`src/rtl/maxpool_stream.sv`:
```
// maxpool_stream: streaming signed max-pooling over fixed-length vectors, one result per window.
module maxpool_stream #(
  parameter int WIDTH = 8,
  parameter int LENY  = 5,
  parameter int POOL  = 2
) (
  input  logic             clk,
  input  logic             reset,
  input  logic [WIDTH-1:0] s_data_in,
  input  logic             s_valid,
  output logic             s_ready,
  output logic [WIDTH-1:0] m_data_out,
  output logic             m_valid,
  input  logic             m_ready
);
  localparam int IW = LENY > 1 ? $clog2(LENY) : 1;
  localparam int PW = POOL > 1 ? $clog2(POOL) : 1;
  localparam logic [IW-1:0] ILAST = IW'(LENY - 1);
  localparam logic [PW-1:0] WLAST = PW'(POOL - 1);
  logic [IW-1:0]    idx_q, idx_d;
  logic [PW-1:0]    win_q, win_d;
  logic [WIDTH-1:0] max_q, max_d, m_data_q, m_data_d, cand;
  logic             m_valid_q, m_valid_d, acc, last_idx, close;
  assign s_ready    = (~m_valid_q | m_ready) & ~reset;
  assign m_valid    = m_valid_q;
  assign m_data_out = m_data_q;
  // Window bookkeeping: running max, counters, and the output register that refills without a bubble.
  always_comb begin
    acc       = s_valid & s_ready;
    last_idx  = idx_q == ILAST;
    close     = (win_q == WLAST) | last_idx;
    cand      = (win_q == '0 || $signed(s_data_in) > $signed(max_q)) ? s_data_in : max_q;
    idx_d     = reset ? '0 : acc ? (last_idx ? '0 : idx_q + 1'b1) : idx_q;
    win_d     = reset ? '0 : acc ? (close ? '0 : win_q + 1'b1) : win_q;
    max_d     = reset ? '0 : acc ? cand : max_q;
    m_valid_d = reset ? 1'b0 : (acc & close) ? 1'b1 : (m_ready ? 1'b0 : m_valid_q);
    m_data_d  = reset ? '0 : (acc & close) ? cand : m_data_q;
  end
  // State register.
  always_ff @(posedge clk) begin
    idx_q     <= idx_d;
    win_q     <= win_d;
    max_q     <= max_d;
    m_valid_q <= m_valid_d;
    m_data_q  <= m_data_d;
  end
endmodule

```
`config.mk`:
```
export PLATFORM = sky130hd
export DESIGN_NAME = maxpool_stream
export DESIGN_NICKNAME = d
export VERILOG_FILES = /design/src/rtl/maxpool_stream.sv
export SDC_FILE = /design/constraint.sdc
export NUM_CORES = 1
export LEC_CHECK = 0
export CAP_MARGIN = 10
export CORE_AREA = 2 2 57 59
export DETAILED_ROUTE_END_ITERATION = 6
export DIE_AREA = 0 0 59 61
export DONT_BUFFER_PORTS = 1
export SLEW_MARGIN = 20
export SYNTH_ARGS = -nofsm -noshare
export SYNTH_HDL_FRONTEND = slang
export SYNTH_SLANG_ARGS = --single-unit
```
`constraint.sdc`:
```
create_clock -name clk -period 3.87 [get_ports clk]
set_input_delay 0.774 -clock clk [delete_from_list [all_inputs] [get_ports clk]]
set_output_delay 0.774 -clock clk [all_outputs]
set_load 0.01 [all_outputs]
```
==> impl_metrics.json <==
{
  "status": "finished clean",
  "clkSinkCount": 21,
  "grt_usage_pct": 13.5,
  "tritoncts": "done",
  "first_global_vias": 784,
  "final_util_pct": 40.5,
  "hold_violations": 0,
  "syn_nets": 141,
  "critical_path_class": "input pin to register",
  "slew_viol_final": 0,
  "dp_hpwl_um": 1650,
  "power_frac_clock_pct": 26.2,
  "setup_viol": 0,
  "synth_seq_area_share_pct": 37.0,
  "p_per_area_mw_per_mm2": 359,
  "place.gp.congestion": 0.819,
  "cts.repair.resized": 0,
  "required_ns": 4.08,
  "clock_skew_ns": 0.000830,
  "routed_wl_um": 2250,
  "fin_nets": 143,
  "synthMuxAreaShare_pct": 17.2,
  "cts_root_buf": "clkbuf_4",
  "dieHeight_um": 61,
  "rsz0062_at_grt": "no",
  "clk_pin_slew_ns": 0.12,
  "post-place-ws_ns": 1.29,
  "start_kind": "input pin",
  "dp_cells": 149,
  "drc": 0,
  "stdcell_count": 153,
  "fin_ws_ns": 1.63,
  "wl_per_cell_um": 14.7,
  "syn-instance-count": 119,
  "power_leakage_nw": 0.474,
  "ys_async_sr_fraction_pct": 0,
  "worstHoldPathType": "register to register",
  "synth_flop_cell": "dfxtp_1",
  "post_dp_cell_area_sq_mm": 0.00117,
  "chipWidth_um": 59,
  "fin_crit_sh_pct": 57.9,
  "synth_top_family_by_area": "multiplexers",
  "path_cells": "ha_1, and4bb_1, o21ai_1, o31ai_2, buf_4, nor2_8, mux2_4",
  "num_vias": 835,
  "ir_drop_uv": 119,
  "yosys.area_share.simple_pct": 13.5,
  "worst_path_max_delay_cell": "o31ai_2",
  "synthAdderAreaFrac_pct": 11.0,
  "firstDrtPassIters": 4,
  "htreeDepth": 1,
  "cts_hold_buffers": 0,
  "finalInstanceArea_sq_mm": 0.00119,
  "core_sq_mm": 0.00295,
  "viasPerCell": 5.46,
  "reg2reg_slack_ns": 1.67,
  "syn_area_per_cell_sq_um": 9.56,
  "drive_above_1_share_pct": 12.5,
  "synth_edf_count": 0,
  "crit_buf_inv": 1,
  "cpLargestDelayFamily": "compound AO/OA/AOI/OAI gates",
  "final.setup.tns_ns": 0,
  "fmax_mhz": 446,
  "start_util_pct": 38.5,
  "relSlewSlack_pct": 30.5,
  "synth.area.top_cells": "dfxtp_1 37%, ha_1 11%, a21oi_1 9.7%",
  "syn_area_sq_mm": 0.00114,
  "drt_iter0_drc": 18,
  "grt_use_met3_pct": 4.26,
  "synth_top_area_share_pct": 37.0,
  "synth_compound_area_share_pct": 15.4,
  "syn2layout_area_growth_pct": 5.06,
  "n_antenna_cell": 0,
  "end_kind": "register",
  "grt_pass1_wl_um": 3640,
  "critPathMaxFanout": 8,
  "yosysMostFrequentCell": "a21oi_1",
  "yosys.area.top_type": "dfxtp_1",
  "rows": 20,
  "cts_made_buffers": 3,
  "route.antenna.remaining_nets": 0,
  "cp.arrival_ns": 2.46,
  "grt_use_met1_pct": 16.2,
  "synthXorXnorAreaFrac_pct": 0,
  "antenna_found_initial": 0,
  "portBuffers": 0,
  "dieArea_sq_mm": 0.00360,
  "grt_start_max_net_pins": 17,
  "netSwitchingFraction_pct": 28.4,
  "cts.path.max_buffers": 2,
  "ys.warnings.count": 0,
  "io_pins": 22,
  "seq_power_share_pct": 56.5,
  "overflow": 0,
  "maxCapViolCount": 0,
  "cts_setup_buffers": 0,
  "p_int_uw": 307,
  "clkLatencyLatePin_ns": 0.31,
  "period_minus_slack_ns": 2.24,
  "ys_ff_latch": 21,
  "worst_pin_slew_ns": 1.04,
  "yosysUniqueCellTypes": 27,
  "combPwrFrac_pct": 17.3,
  "yosys-top-cells-count": "22 x a21oi_1, 21 x dfxtp_1, 11 x inv_1, 11 x nor2_1, 10 x ha_1",
  "fillers": 296,
  "busiest_layer": "met2",
  "cp_slowest_stage_delay_ns": 0.44,
  "use_met2_pct": 22.2,
  "switchingPower_uw": 122
}
==> through the flow <==
step                      hold slack [ns]  total power [mW]
final                               0.499             0.429
after global routing                0.498             0.454
after CTS                           0.504             0.430
after detailed placement            0.487             0.322
after global placement              0.468             0.319
after floorplan                     0.451             0.308
==> layout make-up <==
cell class	count	area (sq um)	area share, %
multi-input cells	82	654	54.8
inverters	12	45.0	3.77
clock buffers	4	26.3	2.20
well taps	33	41.3	3.46
flip-flops and latches	21	420	35.2
repair buffers	1	7.51	0.628
==> cells in the final DEF, fill, tap and decap left out <==
master and n:
a211oi_1 3, nor2_8 1, mux2_4 7, dfxtp_1 21
o31ai_2 1, nand2_1 3, inv_2 1, or3b_1 1
a31o_1 1, and4bb_1 1, o22ai_1 1, mux2i_1 9
and2_1 1, and3_1 1, nand3_4 1, clkbuf_1 1
o32a_1 1, inv_1 11, o21ai_1 2, nand2b_1 2
nor2b_1 1, nand3_1 1, a21oi_1 22, nor2_1 11
clkbuf_4 3, nand4_1 1, ha_1 10, buf_4 1
==> cells by family (layout without fill, tap and decap cells) <==
| family | Yosys count | in the layout |
|---|---|---|
| AO/OA/AOI/OAI | 31 | 31 |
| adder cells (fa/ha/maj) | 10 | 10 |
| buffers and inverters | 16 | 17 |
| flip-flops | 21 | 21 |
| multiplexers | 16 | 16 |
| AND/OR/NAND/NOR | 25 | 25 |
==> metal layers <==
layer | wire length [um] | part of all wire [%]
met1 | 1020 | 45
met5 | 0 | 0
met4 | 30 | 1.3
met3 | 144 | 6.4
met2 | 1050 | 47
==> tightest hold or removal path, delay by kind of cell (launching register included) <==
kind,cells,cell delay (ns)
AND/OR/NAND/NOR,1,0.06
multiplexers,1,0.06
flip-flops,1,0.35
==> power groups by stage <==
stage | registers (mW) | logic (mW) | clock network (mW)
detailed placement | 0.248 | 0.0742 | 0
finish | 0.242 | 0.0743 | 0.112
CTS | 0.243 | 0.0752 | 0.113
global placement | 0.247 | 0.0726 | 0
floorplan | 0.245 | 0.0637 | 0
global route | 0.245 | 0.0845 | 0.125
==> path summary, 6_finish.rpt <==
| check | depth (start not counted) | start | endpoint |
|---|---|---|---|
| setup / recovery | 7 | s_data_in[7] | max_q[2]$_SDFFE_PP0P_ |
| hold / removal | 2 | max_q[0]$_SDFFE_PP0P_ | max_q[0]$_SDFFE_PP0P_ |
| hold reg to reg | 2 | max_q[0]$_SDFFE_PP0P_ | max_q[0]$_SDFFE_PP0P_ |
| setup reg to reg | 8 | max_q[7]$_SDFFE_PP0P_ | max_q[2]$_SDFFE_PP0P_ |
==> flip-flops by register name, indices dropped and copies added (netlist names) <==
signal / count
idx_q: 3
m_valid: 1
win_q: 1
max_q: 8
m_data_out: 8
(Power assumes the default switching activity.)
